==> src/rtl/rv_fetch_decode_q_if.sv <==
// Fetch/decode stage bus: instruction-memory handshake, EX redirect/stall inputs,
// and the decode bundle plus exception report consumed by the execute stage.
interface rv_fetch_decode_q_if;
    logic        imem_ready;
    logic [31:0] imem_addr;
    logic        imem_valid;
    logic [31:0] imem_rdata;
    logic        redirect_valid;
    logic [31:0] redirect_pc;
    logic        stall;
    logic        ex_valid;
    logic [31:0] ex_pc;
    logic [31:0] ex_imm;
    logic [4:0]  ex_src1_sel;
    logic [4:0]  ex_src2_sel;
    logic [4:0]  ex_dst_sel;
    logic [2:0]  ex_alu_op;
    logic        ex_subtype;
    logic [9:0]  ex_ctrl;
    logic        exception;
    logic [1:0]  exc_cause;
    logic [31:0] exc_pc;

    modport master (
        output imem_ready, imem_addr,
        input  imem_valid, imem_rdata,
        input  redirect_valid, redirect_pc, stall,
        output ex_valid, ex_pc, ex_imm, ex_src1_sel, ex_src2_sel, ex_dst_sel,
        output ex_alu_op, ex_subtype, ex_ctrl,
        output exception, exc_cause, exc_pc
    );

    modport slave (
        input  imem_ready, imem_addr,
        output imem_valid, imem_rdata,
        output redirect_valid, redirect_pc, stall,
        input  ex_valid, ex_pc, ex_imm, ex_src1_sel, ex_src2_sel, ex_dst_sel,
        input  ex_alu_op, ex_subtype, ex_ctrl,
        input  exception, exc_cause, exc_pc
    );
endinterface

==> src/rtl/rv_fetch_decode_q.sv <==
// RV32I fetch/decode stage: prefetch FIFO fed from instruction RAM, registered
// decode bundle to EX, EX redirect/flush, stall, and sticky exception reporting.
module rv_fetch_decode_q #(
    parameter logic [31:0] RESETVEC = 32'h0000_0000,
    parameter int          DEPTH    = 4,
    parameter int          CNTW     = $clog2(DEPTH) + 1
) (
    input logic                clk,
    input logic                resetb,
    rv_fetch_decode_q_if.master bus
);

    localparam int PTRW = $clog2(DEPTH);
    localparam logic [CNTW-1:0] FULL = CNTW'(DEPTH);

    localparam logic [6:0] OP_LUI    = 7'b0110111;
    localparam logic [6:0] OP_AUIPC  = 7'b0010111;
    localparam logic [6:0] OP_JAL    = 7'b1101111;
    localparam logic [6:0] OP_JALR   = 7'b1100111;
    localparam logic [6:0] OP_BRANCH = 7'b1100011;
    localparam logic [6:0] OP_LOAD   = 7'b0000011;
    localparam logic [6:0] OP_STORE  = 7'b0100011;
    localparam logic [6:0] OP_ARITHI = 7'b0010011;
    localparam logic [6:0] OP_ARITHR = 7'b0110011;
    localparam logic [6:0] OP_FENCE  = 7'b0001111;
    localparam logic [6:0] OP_SYSTEM = 7'b1110011;

    logic [31:0]     fetch_pc_q, fetch_pc_d;
    logic [PTRW-1:0] rd_ptr_q, rd_ptr_d, wr_ptr_q, wr_ptr_d;
    logic [CNTW-1:0] count_q, count_d;
    logic [31:0]     buf_pc_q [DEPTH];
    logic [31:0]     buf_pc_d [DEPTH];
    logic [31:0]     buf_inst_q [DEPTH];
    logic [31:0]     buf_inst_d [DEPTH];

    logic        ex_valid_q, ex_valid_d;
    logic [31:0] ex_pc_q, ex_pc_d;
    logic [31:0] ex_imm_q, ex_imm_d;
    logic [4:0]  ex_src1_q, ex_src1_d, ex_src2_q, ex_src2_d, ex_dst_q, ex_dst_d;
    logic [2:0]  ex_alu_op_q, ex_alu_op_d;
    logic        ex_subtype_q, ex_subtype_d;
    logic [9:0]  ex_ctrl_q, ex_ctrl_d;
    logic        exception_q, exception_d;
    logic [1:0]  exc_cause_q, exc_cause_d;
    logic [31:0] exc_pc_q, exc_pc_d;

    logic        fetch_ready, accept, do_pop, do_push, illegal_pop;
    logic [31:0] head_inst, head_pc, dec_imm;
    logic [6:0]  opcode;
    logic [2:0]  funct3;
    logic        is_lui, is_auipc, is_jal, is_jalr, is_branch, is_load, is_store;
    logic        is_arithi, is_arithr, is_fence, is_system, is_legal, is_csr;
    logic [9:0]  dec_ctrl;

    assign head_inst = buf_inst_q[rd_ptr_q];
    assign head_pc   = buf_pc_q[rd_ptr_q];
    assign opcode    = head_inst[6:0];
    assign funct3    = head_inst[14:12];

    assign is_lui    = (opcode == OP_LUI);
    assign is_auipc  = (opcode == OP_AUIPC);
    assign is_jal    = (opcode == OP_JAL);
    assign is_jalr   = (opcode == OP_JALR);
    assign is_branch = (opcode == OP_BRANCH);
    assign is_load   = (opcode == OP_LOAD);
    assign is_store  = (opcode == OP_STORE);
    assign is_arithi = (opcode == OP_ARITHI);
    assign is_arithr = (opcode == OP_ARITHR);
    assign is_fence  = (opcode == OP_FENCE);
    assign is_system = (opcode == OP_SYSTEM);
    assign is_legal  = is_lui | is_auipc | is_jal | is_jalr | is_branch | is_load |
                       is_store | is_arithi | is_arithr | is_fence | is_system;
    // ECALL/EBREAK (imm12 0/1) are plain SYSTEM ops, everything else is a CSR access
    assign is_csr    = is_system && (head_inst[31:20] > 12'd1);
    assign dec_ctrl  = {is_jalr | is_load | is_arithi, is_store, is_load,
                        is_arithi | is_arithr, is_csr, is_lui, is_auipc,
                        is_jal, is_jalr, is_branch};

    always_comb begin
        dec_imm = 32'h0;
        if (is_lui || is_auipc) begin
            dec_imm = {head_inst[31:12], 12'h000};
        end else if (is_jal) begin
            dec_imm = {{11{head_inst[31]}}, head_inst[31], head_inst[19:12],
                       head_inst[20], head_inst[30:21], 1'b0};
        end else if (is_jalr || is_load) begin
            dec_imm = {{20{head_inst[31]}}, head_inst[31:20]};
        end else if (is_branch) begin
            dec_imm = {{19{head_inst[31]}}, head_inst[31], head_inst[7],
                       head_inst[30:25], head_inst[11:8], 1'b0};
        end else if (is_store) begin
            dec_imm = {{20{head_inst[31]}}, head_inst[31:25], head_inst[11:7]};
        end else if (is_arithi) begin
            if (funct3 == 3'b001 || funct3 == 3'b101)
                dec_imm = {27'h0, head_inst[24:20]};
            else
                dec_imm = {{20{head_inst[31]}}, head_inst[31:20]};
        end else if (is_system) begin
            dec_imm = {20'h0, head_inst[31:20]};
        end
    end

    // Redirect wins over everything: it blocks both the pop and any accepted response
    assign fetch_ready = !exception_q && (count_q < FULL) && (fetch_pc_q[1:0] == 2'b00);
    assign accept      = bus.imem_valid && fetch_ready;
    assign do_pop      = !bus.redirect_valid && !bus.stall && (count_q != '0);
    assign illegal_pop = do_pop && !is_legal;
    assign do_push     = accept && !bus.redirect_valid && !illegal_pop &&
                         ((count_q < FULL) || do_pop);

    always_comb begin
        fetch_pc_d   = fetch_pc_q;
        rd_ptr_d     = rd_ptr_q;
        wr_ptr_d     = wr_ptr_q;
        count_d      = count_q;
        buf_pc_d     = buf_pc_q;
        buf_inst_d   = buf_inst_q;
        ex_valid_d   = ex_valid_q;
        ex_pc_d      = ex_pc_q;
        ex_imm_d     = ex_imm_q;
        ex_src1_d    = ex_src1_q;
        ex_src2_d    = ex_src2_q;
        ex_dst_d     = ex_dst_q;
        ex_alu_op_d  = ex_alu_op_q;
        ex_subtype_d = ex_subtype_q;
        ex_ctrl_d    = ex_ctrl_q;
        exception_d  = exception_q;
        exc_cause_d  = exc_cause_q;
        exc_pc_d     = exc_pc_q;

        if (bus.redirect_valid) begin
            fetch_pc_d = bus.redirect_pc;
            rd_ptr_d   = '0;
            wr_ptr_d   = '0;
            count_d    = '0;
            ex_valid_d = 1'b0;
            if (bus.redirect_pc[1:0] != 2'b00 && !exception_q) begin
                exception_d = 1'b1;
                exc_cause_d = 2'd2;
                exc_pc_d    = bus.redirect_pc;
            end
        end else if (illegal_pop) begin
            rd_ptr_d   = '0;
            wr_ptr_d   = '0;
            count_d    = '0;
            ex_valid_d = 1'b0;
            if (!exception_q) begin
                exception_d = 1'b1;
                exc_cause_d = 2'd1;
                exc_pc_d    = head_pc;
            end
        end else begin
            if (do_push) begin
                buf_pc_d[wr_ptr_q]   = fetch_pc_q;
                buf_inst_d[wr_ptr_q] = bus.imem_rdata;
                wr_ptr_d             = wr_ptr_q + 1'b1;
                fetch_pc_d           = fetch_pc_q + 32'd4;
            end
            if (do_pop) begin
                rd_ptr_d     = rd_ptr_q + 1'b1;
                ex_valid_d   = 1'b1;
                ex_pc_d      = head_pc;
                ex_imm_d     = dec_imm;
                ex_src1_d    = head_inst[19:15];
                ex_src2_d    = head_inst[24:20];
                ex_dst_d     = head_inst[11:7];
                ex_alu_op_d  = funct3;
                ex_subtype_d = head_inst[30] && !(is_arithi && funct3 == 3'b000);
                ex_ctrl_d    = dec_ctrl;
            end else if (!bus.stall) begin
                ex_valid_d = 1'b0;
            end
            count_d = count_q + CNTW'(do_push) - CNTW'(do_pop);
        end
    end

    always_ff @(posedge clk or negedge resetb) begin
        if (!resetb) begin
            fetch_pc_q   <= RESETVEC;
            rd_ptr_q     <= '0;
            wr_ptr_q     <= '0;
            count_q      <= '0;
            buf_pc_q     <= '{default: '0};
            buf_inst_q   <= '{default: '0};
            ex_valid_q   <= 1'b0;
            ex_pc_q      <= RESETVEC;
            ex_imm_q     <= '0;
            ex_src1_q    <= '0;
            ex_src2_q    <= '0;
            ex_dst_q     <= '0;
            ex_alu_op_q  <= '0;
            ex_subtype_q <= 1'b0;
            ex_ctrl_q    <= '0;
            exception_q  <= 1'b0;
            exc_cause_q  <= '0;
            exc_pc_q     <= '0;
        end else begin
            fetch_pc_q   <= fetch_pc_d;
            rd_ptr_q     <= rd_ptr_d;
            wr_ptr_q     <= wr_ptr_d;
            count_q      <= count_d;
            buf_pc_q     <= buf_pc_d;
            buf_inst_q   <= buf_inst_d;
            ex_valid_q   <= ex_valid_d;
            ex_pc_q      <= ex_pc_d;
            ex_imm_q     <= ex_imm_d;
            ex_src1_q    <= ex_src1_d;
            ex_src2_q    <= ex_src2_d;
            ex_dst_q     <= ex_dst_d;
            ex_alu_op_q  <= ex_alu_op_d;
            ex_subtype_q <= ex_subtype_d;
            ex_ctrl_q    <= ex_ctrl_d;
            exception_q  <= exception_d;
            exc_cause_q  <= exc_cause_d;
            exc_pc_q     <= exc_pc_d;
        end
    end

    assign bus.imem_ready  = fetch_ready;
    assign bus.imem_addr   = fetch_pc_q;
    assign bus.ex_valid    = ex_valid_q;
    assign bus.ex_pc       = ex_pc_q;
    assign bus.ex_imm      = ex_imm_q;
    assign bus.ex_src1_sel = ex_src1_q;
    assign bus.ex_src2_sel = ex_src2_q;
    assign bus.ex_dst_sel  = ex_dst_q;
    assign bus.ex_alu_op   = ex_alu_op_q;
    assign bus.ex_subtype  = ex_subtype_q;
    assign bus.ex_ctrl     = ex_ctrl_q;
    assign bus.exception   = exception_q;
    assign bus.exc_cause   = exc_cause_q;
    assign bus.exc_pc      = exc_pc_q;

endmodule

==> src/flat_wrapper.sv <==
// flat-port wrapper written by rule: the top's interface ports become plain ports
module rv_fetch_decode_q_flat 
#(
    parameter logic [31:0] RESETVEC = 32'h0000_0000,
    parameter int          DEPTH    = 4,
    parameter int          CNTW     = $clog2(DEPTH) + 1
)
  (clk, resetb, bus_imem_ready, bus_imem_addr, bus_imem_valid, bus_imem_rdata, bus_redirect_valid, bus_redirect_pc, bus_stall, bus_ex_valid, bus_ex_pc, bus_ex_imm, bus_ex_src1_sel, bus_ex_src2_sel, bus_ex_dst_sel, bus_ex_alu_op, bus_ex_subtype, bus_ex_ctrl, bus_exception, bus_exc_cause, bus_exc_pc);
  rv_fetch_decode_q_if bus_i ();
  input logic clk;
  input logic resetb;
  output wire logic [$bits(bus_i.imem_ready)-1:0] bus_imem_ready;
  output wire logic [$bits(bus_i.imem_addr)-1:0] bus_imem_addr;
  input wire logic [$bits(bus_i.imem_valid)-1:0] bus_imem_valid;
  input wire logic [$bits(bus_i.imem_rdata)-1:0] bus_imem_rdata;
  input wire logic [$bits(bus_i.redirect_valid)-1:0] bus_redirect_valid;
  input wire logic [$bits(bus_i.redirect_pc)-1:0] bus_redirect_pc;
  input wire logic [$bits(bus_i.stall)-1:0] bus_stall;
  output wire logic [$bits(bus_i.ex_valid)-1:0] bus_ex_valid;
  output wire logic [$bits(bus_i.ex_pc)-1:0] bus_ex_pc;
  output wire logic [$bits(bus_i.ex_imm)-1:0] bus_ex_imm;
  output wire logic [$bits(bus_i.ex_src1_sel)-1:0] bus_ex_src1_sel;
  output wire logic [$bits(bus_i.ex_src2_sel)-1:0] bus_ex_src2_sel;
  output wire logic [$bits(bus_i.ex_dst_sel)-1:0] bus_ex_dst_sel;
  output wire logic [$bits(bus_i.ex_alu_op)-1:0] bus_ex_alu_op;
  output wire logic [$bits(bus_i.ex_subtype)-1:0] bus_ex_subtype;
  output wire logic [$bits(bus_i.ex_ctrl)-1:0] bus_ex_ctrl;
  output wire logic [$bits(bus_i.exception)-1:0] bus_exception;
  output wire logic [$bits(bus_i.exc_cause)-1:0] bus_exc_cause;
  output wire logic [$bits(bus_i.exc_pc)-1:0] bus_exc_pc;
  assign bus_imem_ready = bus_i.imem_ready;
  assign bus_imem_addr = bus_i.imem_addr;
  assign bus_i.imem_valid = bus_imem_valid;
  assign bus_i.imem_rdata = bus_imem_rdata;
  assign bus_i.redirect_valid = bus_redirect_valid;
  assign bus_i.redirect_pc = bus_redirect_pc;
  assign bus_i.stall = bus_stall;
  assign bus_ex_valid = bus_i.ex_valid;
  assign bus_ex_pc = bus_i.ex_pc;
  assign bus_ex_imm = bus_i.ex_imm;
  assign bus_ex_src1_sel = bus_i.ex_src1_sel;
  assign bus_ex_src2_sel = bus_i.ex_src2_sel;
  assign bus_ex_dst_sel = bus_i.ex_dst_sel;
  assign bus_ex_alu_op = bus_i.ex_alu_op;
  assign bus_ex_subtype = bus_i.ex_subtype;
  assign bus_ex_ctrl = bus_i.ex_ctrl;
  assign bus_exception = bus_i.exception;
  assign bus_exc_cause = bus_i.exc_cause;
  assign bus_exc_pc = bus_i.exc_pc;
  rv_fetch_decode_q #(.RESETVEC(RESETVEC), .DEPTH(DEPTH), .CNTW(CNTW)) u_core (.clk(clk), .resetb(resetb), .bus(bus_i));
endmodule
==> config.mk <==
export PLATFORM = sky130hd
export DESIGN_NAME = rv_fetch_decode_q_flat
export DESIGN_NICKNAME = d
export VERILOG_FILES = /design/src/rtl/rv_fetch_decode_q_if.sv /design/src/rtl/rv_fetch_decode_q.sv /design/src/flat_wrapper.sv
export SDC_FILE = /design/constraint.sdc
export NUM_CORES = 1
export LEC_CHECK = 0
export ABC_CLOCK_PERIOD_IN_PS = 4600
export CAP_MARGIN = 30
export CORE_ASPECT_RATIO = 2
export CORE_MARGIN = 2
export CORE_UTILIZATION = 45
export CTS_CLUSTER_DIAMETER = 200
export CTS_CLUSTER_SIZE = 16
export DETAILED_ROUTE_END_ITERATION = 6
export MAX_ROUTING_LAYER = met4
export PLACE_DENSITY = 0.67
export SYNTH_ARGS = -nofsm -noshare
export SYNTH_HDL_FRONTEND = slang
export SYNTH_SLANG_ARGS = --single-unit
==> constraint.sdc <==
create_clock -name clk -period 4.6 [get_ports clk]
set_input_delay 0.92 -clock clk [delete_from_list [all_inputs] [get_ports clk]]
set_output_delay 0.92 -clock clk [all_outputs]
set_load 0.05 [all_outputs]
==> impl_metrics.csv, run 1 <==
group,metric,value,unit
outcome,status,"complete, no violations",
timing,final.min_clock_period,3.69,ns
timing,period_share,80.2,%
clock_network,clockBufferDepth,3,
flow_run,maxCapViolations,0,
yosys,seq_area_frac_synth,55.1,%
floorplan,start_util,45.3,%
pwr,pwr-share-comb,8.0,%
routing,routed_wl,51500,µm
yosys,synthCells,1437,
floorplan,die_w,150,µm
final_layout,area_growth,18.8,%
yosys,ys_seq_elements,424,
worst_setup_path,path_class,"flop to flop",
placement,placed_area,22100,µm²
worst_setup_path,path_buf_inv,2,
worst_setup_path,cp_top_family,"multiplexers",
routing,vias,12700,
timing,max_freq,271,MHz
routing,wl_per_cell,23.6,µm
pwr,seq_power_share,56.3,%
grt,gr-total-overflow,0,
yosys,yosysWarnings,0,
pwr,p_int,0.00514,W
final_layout,mostFrequentLayoutCell,"dfrtp_1",
clock_network,cts_hold_buf,0,
min_path,hp-class,"input port to asynchronous set/reset pin",
clock_network,root_buffer,"clkbuf_16",
timing,clock_skew,0.0196,ns
timing,setup-violations-final,0,
grt,grt_start_max_net_pins,117,
final_layout,layout_common_cells,"dfrtp_1, clkdlybuf4s50_1, mux2_1, nand2_1, mux2_2",
worst_setup_path,cp_max_fo,50,
routing,initialDrtViolationCount,690,
worst_setup_path,slowest_stage,"dfrtp_4",
pwr,p_leak,10.6,nW
placement,place_hpwl,35100,µm
floorplan,placeableCoreArea,42400,µm²
timing,max-slew-margin-rel,36.7,%
final_layout,drive_gt1_share,18.3,%
placement,port_buffers,230,
clock_network,postCtsSetupRepairBufs,0,
clock_network,h-tree-depth,1,
worst_setup_path,arrival,4.14,ns
clock_network,clk_pin_slew,0.08,ns
timing,holdWs,0.395,ns
yosys,synth_edf_count,0,
clock_network,cts_buffers,30,
yosys,ys.flop_type,"dfrtp_1",
worst_setup_path,cp.required,5.05,ns
yosys,synthArstFlopShare,100,%
yosys,synth_nets,1514,
floorplan,rows,107,
timing,finalSetupTns,0,ns
timing,drv_slew,0,
pwr,clkPwrFrac,35.7,%
yosys,synth_cell_types,68,
pwr,swShare,24.7,%
worst_setup_path,slowest_delay,0.86,ns
worst_setup_path,end_kind,"flop",
final_layout,fin_area,22900,µm²
routing,drt_drc_violations_left,0,
worst_setup_path,worstSetupStartpointType,"flop",
clock_network,cts.sinks,424,
clock_network,cts_tree,"yes",
floorplan,dieArea,44500,µm²
grt,grt_pass1_wl,80400,µm
timing,hold_viol,0,
timing,rsz0062_at_grt,"false",
timing,tightest_slew,0.949,ns
final_layout,fin_nets,1707,
grt,grt_pass1_vias,13700,
pwr,p_switching,0.00169,W
floorplan,die_h,296,µm
routing,firstDrtPassIters,6,
routing,ant_nets,0,
yosys,synth_area,19200,µm²
worst_setup_path,cp_cell_sequence,"mux4_2 -> or3b_2 -> o211ai_2 -> a21oi_4 -> buf_4 -> nor3_4 -> buf_12 -> mux2_1",
grt,antenna_found_initial,1,
grt,gr-usage-all-layers,24.3,%
placement,place_congestion,0.859,
routing,drt-vias-per-instance,5.84,
pwr,p_per_area,299,nW/µm²
yosys,avgSynthCellArea,13.4,µm²
floorplan,io_pins,231,
pwr,ir_drop,0.271,mV
clock_network,cts-resized-gates,0,
clock_network,insertion_delay,0.58,ns
[worst paths after layout]
path	start	endpoint	slack [ns]	depth (start not counted)
worst min-delay path	resetb	u_core.buf_inst_q[120]	0.40	1
min in group clk	u_core.buf_pc_q[60]	u_core.buf_pc_q[60]	0.48	1
worst min register to register	u_core.buf_pc_q[60]	u_core.buf_pc_q[60]	0.48	1
max in group asynchronous	resetb	u_core.buf_inst_q[11]	3.03	2
worst max register to register	u_core.rd_ptr_q[1]	u_core.buf_inst_q[81]	0.91	8
worst max-delay path	u_core.rd_ptr_q[1]	u_core.buf_inst_q[81]	0.91	8
[kinds of logic (layout without fill, tap and decap cells)]
group	Yosys count	in the layout	synth area share, %
adder cells (fa/ha/maj)	8	8	0.559
XOR/XNOR	3	3	0.137
buffers and inverters	123	318	3.36
AND/OR/NAND/NOR	307	307	7.75
AO/OA/AOI/OAI	170	170	5.85
flip-flops	424	424	55.1
other	0	1	0
multiplexers	402	402	27.2
[synth_stat cells (24+ instances only)]
| master | number | area (µm²) |
|---|---|---|
| a31oi_1 | 35 | 219 |
| mux4_2 | 63 | 1420 |
| or4_1 | 27 | 203 |
| mux2_1 | 187 | 2110 |
| o21ai_0 | 53 | 265 |
| nand3_1 | 24 | 120 |
| clkbuf_1 | 45 | 169 |
| nand2_1 | 152 | 571 |
| dfrtp_1 | 424 | 10600 |
| nor2_1 | 36 | 135 |
| o31ai_1 | 24 | 180 |
| mux2_2 | 150 | 1690 |
[power groups by stage]
stage | logic [W] | clock network, W | registers [W]
after floorplan | 0.000144 | 0 | 0.00401
after global placement | 0.000543 | 0 | 0.00391
after detailed placement | 0.000552 | 0 | 0.00391
after CTS | 0.000554 | 0.00251 | 0.00384
final | 0.000546 | 0.00244 | 0.00384
after global routing | 0.000590 | 0.00265 | 0.00385
[state kept, by name, indices dropped and copies added (netlist names)]
register                flops
u_core.bus.ex_ctrl         10
u_core.bus.ex_src1_sel      5
u_core.wr_ptr_q             2
u_core.bus.exc_cause        2
u_core.rd_ptr_q             2
u_core.bus.ex_pc           32
u_core.bus.ex_src2_sel      5
u_core.bus.imem_addr       32
u_core.buf_pc_q           128
u_core.bus.exception        1
u_core.bus.ex_valid         1
u_core.bus.ex_dst_sel       5
u_core.bus.ex_imm          32
u_core.bus.ex_subtype       1
u_core.count_q              3
u_core.buf_inst_q         128
u_core.bus.exc_pc          32
u_core.bus.ex_alu_op        3
[routing by layer]
layer / GRT usage (%) / part of all wire (%) / up-vias
li1: - / - / 5614
met4: 7.46 / 3.0 / 0
met1: 28.7 / 38 / 6659
met3: 2.22 / 4.3 / 79
met5: - / 0 / -
met2: 43.8 / 54 / 378
[stage by stage]
stage          util (%)  setup slack, ns  total power (W)  cells
2_1_floorplan         -            0.500          0.00415   1437
3_3_place_gp       52.0            0.941          0.00445   2143
3_5_place_dp       52.0            0.916          0.00447   2143
4_1_cts            53.8            0.904          0.00691   2177
5_1_grt            53.8            0.673          0.00709   2178
6_report           53.8            0.912          0.00682   2178
[layout make-up]
cell class                 instances  area, µm²
antenna                            1       2.50
clock buffer                      33        783
clock inverter                     1       8.76
fill                            3625      19600
inverter                          21       78.8
multi-input combinational        890       8020
sequential                       424      10600
tap                              545        682
timing repair buffer             263       2660
Power figures use the tool's default switching activity.
==> inputs of run 2 (changes only) <==
--- a/config.mk
+++ b/config.mk
@@ -5,7 +5,7 @@
 export SDC_FILE = /design/constraint.sdc
 export NUM_CORES = 1
 export LEC_CHECK = 0
-export ABC_CLOCK_PERIOD_IN_PS = 4600
+export ABC_CLOCK_PERIOD_IN_PS = 3200
 export CAP_MARGIN = 30
 export CORE_ASPECT_RATIO = 2
 export CORE_MARGIN = 2
@@ -14,7 +14,7 @@
 export CTS_CLUSTER_SIZE = 16
 export DETAILED_ROUTE_END_ITERATION = 6
 export MAX_ROUTING_LAYER = met4
-export PLACE_DENSITY = 0.67
+export PLACE_DENSITY = 0.69
 export SYNTH_ARGS = -nofsm -noshare
 export SYNTH_HDL_FRONTEND = slang
 export SYNTH_SLANG_ARGS = --single-unit
==> constraint.sdc (replaced) <==
create_clock -name clk -period 3.2 [get_ports clk]
set_input_delay 0.64 -clock clk [delete_from_list [all_inputs] [get_ports clk]]
set_output_delay 0.64 -clock clk [all_outputs]
set_load 0.05 [all_outputs]
==> impl_metrics.csv, run 2 (synthesized netlist as in run 1, its figures left out) <==
group,metric,value,unit
final_layout,drive_gt1_share,21.0,%
clock_network,cts_buffers,30,
final_layout,top_regs,"u_core.buf_inst_q: 128 flops, u_core.buf_pc_q: 128 flops",
clock_network,h-tree-depth,1,
flow_run,maxCapViolations,0,
final_layout,layout_common_cells,"dfrtp_1, clkdlybuf4s50_1, mux2_1, nand2_1, mux2_2",
placement,port_buffers,230,
floorplan,die_w,150,µm
final_layout,mostFrequentLayoutCell,"dfrtp_1",
timing,max_freq,317,MHz
floorplan,dieArea,44500,µm²
worst_setup_path,path_class,"flop to flop",
placement,place_congestion,0.862,
clock_network,cts_hold_buf,0,
floorplan,placeableCoreArea,42400,µm²
min_path,hp-class,"input port to asynchronous set/reset pin",
grt,gr-usage-all-layers,24.5,%
pwr,p_leak,10.9,nW
grt,grt_start_max_net_pins,91,
routing,drt_drc_violations_left,0,
timing,drv_slew,0,
timing,clock_skew,0.0277,ns
floorplan,rows,107,
placement,dp.cells,2181,
timing,holdWs,0.0805,ns
final_layout,fin_cells,2225,
outcome,status,"complete, no violations",
timing,max-slew-margin-rel,48.1,%
grt,gr-total-overflow,0,
timing,setup-violations-final,0,
routing,routed_wl,52100,µm
clock_network,clk_pin_slew,0.08,ns
worst_setup_path,cp.required,3.68,ns
floorplan,start_util,45.3,%
grt,grt_pass1_wl,81100,µm
floorplan,io_pins,231,
clock_network,root_buffer,"clkbuf_16",
clock_network,cts.sinks,424,
clock_network,cts_tree,"yes",
grt,grt_pass1_vias,13700,
routing,firstDrtPassIters,5,
placement,place_hpwl,35900,µm
final_layout,fin_nets,1753,
timing,period_share,98.6,%
worst_setup_path,arrival,3.63,ns
final_layout,area_growth,21.8,%
timing,final.min_clock_period,3.16,ns
grt,antenna_found_initial,2,
worst_setup_path,worstSetupStartpointType,"flop",
worst_setup_path,cp_max_fo,9,
routing,wl_per_cell,23.4,µm
timing,hold_viol,0,
final_layout,nFillCells,3513,
worst_setup_path,end_kind,"flop",
timing,tightest_slew,0.778,ns
routing,initialDrtViolationCount,645,
routing,ant_nets,0,
floorplan,die_h,296,µm
routing,drt-vias-per-instance,5.79,
pwr,ir_drop,0.424,mV
clock_network,insertion_delay,0.58,ns
routing,vias,12900,
pwr,p_per_area,420,nW/µm²
final_layout,post-route-util,55.2,%
clock_network,clockBufferDepth,3,
run 2: cell types whose count changed in the layout (fill, tap and decap cells not counted), sizes merged:
cell    change
buf        +44
clkbuf      +2
diode       +1
run 2: final cells by class:
| cell class | count | area (µm²) | share of cell area (%) |
|---|---|---|---|
| well taps | 545 | 682 | 2.91 |
| diodes | 2 | 5.00 | 0.0214 |
| repair buffers | 309 | 3170 | 13.5 |
| clock inverters | 1 | 8.76 | 0.0374 |
| flip-flops and latches | 424 | 10600 | 45.3 |
| inverters | 21 | 78.8 | 0.336 |
| clock buffers | 33 | 783 | 3.34 |
| multi-input cells | 890 | 8090 | 34.5 |
run 2: final timing paths:
kind | depth (start not counted) | slack (ns) | to | from
min in group clk | 1 | 0.48 | u_core.buf_inst_q[16] | u_core.buf_inst_q[16]
worst min-delay path | 1 | 0.08 | u_core.buf_pc_q[59] | resetb
worst min register to register | 1 | 0.48 | u_core.buf_inst_q[16] | u_core.buf_inst_q[16]
worst max register to register | 10 | 0.04 | u_core.bus.ex_imm[13] | u_core.rd_ptr_q[0]
worst max-delay path | 10 | 0.04 | u_core.bus.ex_imm[13] | u_core.rd_ptr_q[0]
max in group asynchronous | 2 | 2.24 | u_core.bus.imem_addr[30] | resetb
run 2: per-stage QoR:
stage               setup WS (ns)  power, W  instance area [µm²]  TNS (ns)
finish                     0.0444   0.00984                23400         0
global route              -0.0264    0.0102                23400   -0.0264
CTS                        0.0279   0.00996                23300         0
detailed placement         0.0460   0.00646                22500         0
global placement           0.0588   0.00644                22500         0
floorplan                 0.00222   0.00598                19300         0
run 2: worst max-delay path, stage by stage, from the launching register on:
cell	delay [ns]
dfrtp_4	0.52
buf_4	0.15
buf_4	0.24
mux4_2	0.59
nor2b_1	0.33
o21ai_0	0.16
buf_4	0.16
a21oi_2	0.30
buf_4	0.24
o2bb2ai_1	0.07
mux2_2	0.28
run 2: where the power goes:
group	leakage [nW]	total (W)	switching, W	internal (W)
Sequential	5.81	0.00550	0.0000910	0.00541
Clock	0.389	0.00350	0.00179	0.00172
Combinational	4.67	0.000840	0.000560	0.000280
run 2: what timing repair did:
| action | CTS | global route |
|---|---|---|
| gates resized for setup | 0 | 9 |
| setup endpoints to repair | 0 | 148 |
| buffers inserted | 0 | 6 |
run 2: layer usage:
metal / track usage [%] / wire length [µm] / vias to the layer above
met5: - / 0 / -
met2: 44.4 / 28600 / 377
met4: 7.64 / 1510 / 0
met3: 1.86 / 2160 / 76
li1: - / - / 5679
met1: 28.9 / 19800 / 6744
==> RTL change (settings of run 1) <==
`DEPTH` is set to 4 in 2 places; all go to 2.
--- a/src/rtl/rv_fetch_decode_q.sv
+++ b/src/rtl/rv_fetch_decode_q.sv
@@ -2,7 +2,7 @@
 // decode bundle to EX, EX redirect/flush, stall, and sticky exception reporting.
 module rv_fetch_decode_q #(
     parameter logic [31:0] RESETVEC = 32'h0000_0000,
-    parameter int          DEPTH    = 4,
+    parameter int          DEPTH    = 2,
     parameter int          CNTW     = $clog2(DEPTH) + 1
 ) (
     input logic                clk,
--- a/src/flat_wrapper.sv
+++ b/src/flat_wrapper.sv
@@ -2,7 +2,7 @@
 module rv_fetch_decode_q_flat 
 #(
     parameter logic [31:0] RESETVEC = 32'h0000_0000,
-    parameter int          DEPTH    = 4,
+    parameter int          DEPTH    = 2,
     parameter int          CNTW     = $clog2(DEPTH) + 1
 )
   (clk, resetb, bus_imem_ready, bus_imem_addr, bus_imem_valid, bus_imem_rdata, bus_redirect_valid, bus_redirect_pc, bus_stall, bus_ex_valid, bus_ex_pc, bus_ex_imm, bus_ex_src1_sel, bus_ex_src2_sel, bus_ex_dst_sel, bus_ex_alu_op, bus_ex_subtype, bus_ex_ctrl, bus_exception, bus_exc_cause, bus_exc_pc);
Behaviour: not the same (Yosys sat finds a counterexample within 4 cycles, from zero or initial values and one cycle with resetb low).
==> RTL change against run 1 <==
  * Area after synthesis down 32%
  * Wire length is 31% lower
  * Critical path depth is 1 lower
  * Largest cell class unchanged
  * Setup slack got worse by 0.022 ns
  * Power is 27% lower
  * Via count down 26%
  * Core utilization is 3.2 points higher
  * Cell area decreased by 28%
  * Largest power group unchanged
  * Sequential cell count is 131 lower
==> RTL change: results (changes against run 1) <==
| Metric | Value |
|---|---|
| Status | finished clean |
| Hpwl dp | 25.4 mm (-28%) |
| R2R depth | 7 (-1) |
| Yosys cell types | 54 (-21%) |
| VDD IR max | 0.283 mV (+4.1%) |
| Post-CTS sizing | 0 (unchanged) |
| First-pass GRT wire length | 55.3 mm (-31%) |
| Total GRT Usage | 23.7% (-0.57 points) |
| Sequential Power Share | 53.8% (-2.5 points) |
| Pin count of the biggest net entering global routing | 115 (-1.7%) |
| Worst-Margin Slew | 1.04 ns (+0.0881 ns) |
| Biggest registers after layout | u_core.buf_inst_q (64), u_core.buf_pc_q (64) |
| Worst setup startpoint | u_core.rd_ptr_q |
| Clk Latency, worst-skew pair | 0.53 ns (-0.05 ns) |
| Gpl congestion | 0.922 (+7.3%) |
| TritonCTS buffer count | 22 (-27%) |
| Reg2reg setup slack | 0.89 ns (-0.02 ns) |
| Post-synthesis net count | 1180 (-22%) |
| Vias in the first global route | 9893 (-28%) |
| Cell internal pwr | 3.71 mW (-28%) |
| Synth area leaders | dfrtp_1 (56%), mux2_2 (12%), mux2i_1 (4.4%), nand2_1 (3.4%), o21ai_0 (3.0%) |
| Mux cell area share after synthesis | 19.5% (-7.7 points) |
| Worst Path Max Fanout | 22 (-56%) |
| YS warnings | 0 (unchanged) |
| Leak | 7.12 nW (-33%) |
| Setup WS pre-CTS | 0.911 ns (-0.00522 ns) |
| DR pass1 iterations | 5 (-1) |
| M2 GR Usage | 44.2% (+0.42 points) |
| Final WL | 35.3 mm (-31%) |
| Adder-Cell Fraction of Synth Area | 0.286% (-0.27 points) |
| Met2 wire len | 19.6 mm (-30%) |
| Clk root buf | clkbuf_16 |
| Clock tree buffer depth | 3 (unchanged) |
| Comb pwr | 0.523 mW (-4.2%) |
| Wl on met1 | 12.6 mm (-36%) |
| Metal3 WL | 1.54 mm (-31%) |
| Cell Area, Placed | 0.0158 mm^2 (-28%) |
| Average size of a mapped cell | 11.8 um^2 (-12%) |
| Synth Area in XOR/XNOR | 0.334% (+0.20 points) |
| Post-synthesis compound-gate area fraction | 11.4% (+5.6 points) |
| Combinational group share of total power | 10.5% (+2.5 points) |
| Met1 usage | 24.4% (-4.3 points) |
| Nets | 1390 (-19%) |
| Critical Path Sink | u_core.bus.exc_pc[20] |
| Skew final | 0.0150 ns (-0.00468 ns) |
| Via density | 5.58 (-4.6%) |
| Total setup buffers inserted after CTS | 0 (unchanged) |
| Top cells by count, synth | dfrtp_1 (293), mux2_2 (145), nand2_1 (120) |
| Hold WS | 0.455 ns (+0.0591 ns) |
| GR Layer Usage met3 | 3.61% (+1.4 points) |
| 1st-iter DRT viols | 449 (-35%) |
| Fraction of final layout cells sized beyond drive strength 1 | 15.5% (-2.8 points) |
| Fin crit share | 80.7% (+0.48 points) |
| CTS H-tree lvls | 1 (unchanged) |
| Post-synthesis sequential area ratio | 56.0% (+0.81 points) |
| Crit path DAT | 4.11 ns (-0.03 ns) |
| Port Buf Inserts | 230 (unchanged) |
| Number of placed cells counting well taps | 1654 (-23%) |
| Avg WL per Cell | 21.0 um (-11%) |
==> RTL change: cell count changes after synthesis, moves of 27 or more <==
cell     delta
mux4_2     -63
o31a_1     +40
a31oi_1    -27
dfrtp_1   -131
mux2_1    -157
mux2i_1    +55
nand2_1    -32
==> RTL change: layout make-up <==
type | instances | area [um^2]
flip-flops and latches | 293 | 7340
multi-input cells | 734 | 5440
fillers | 2469 | 12300
clock inverters | 1 | 16.3
clock buffers | 24 | 579
diodes | 1 | 2.50
well taps | 360 | 450
inverters | 15 | 56.3
repair buffers | 252 | 2500
==> RTL change: worst max-delay path, stage by stage, from the launching register on <==
cell and delay (ns):
dfrtp_4 0.59, mux2i_2 0.49, nand2_1 0.30, a21oi_1 0.66, o31a_1 0.39, a21bo_2 0.35, buf_4 0.39, mux2_2 0.38
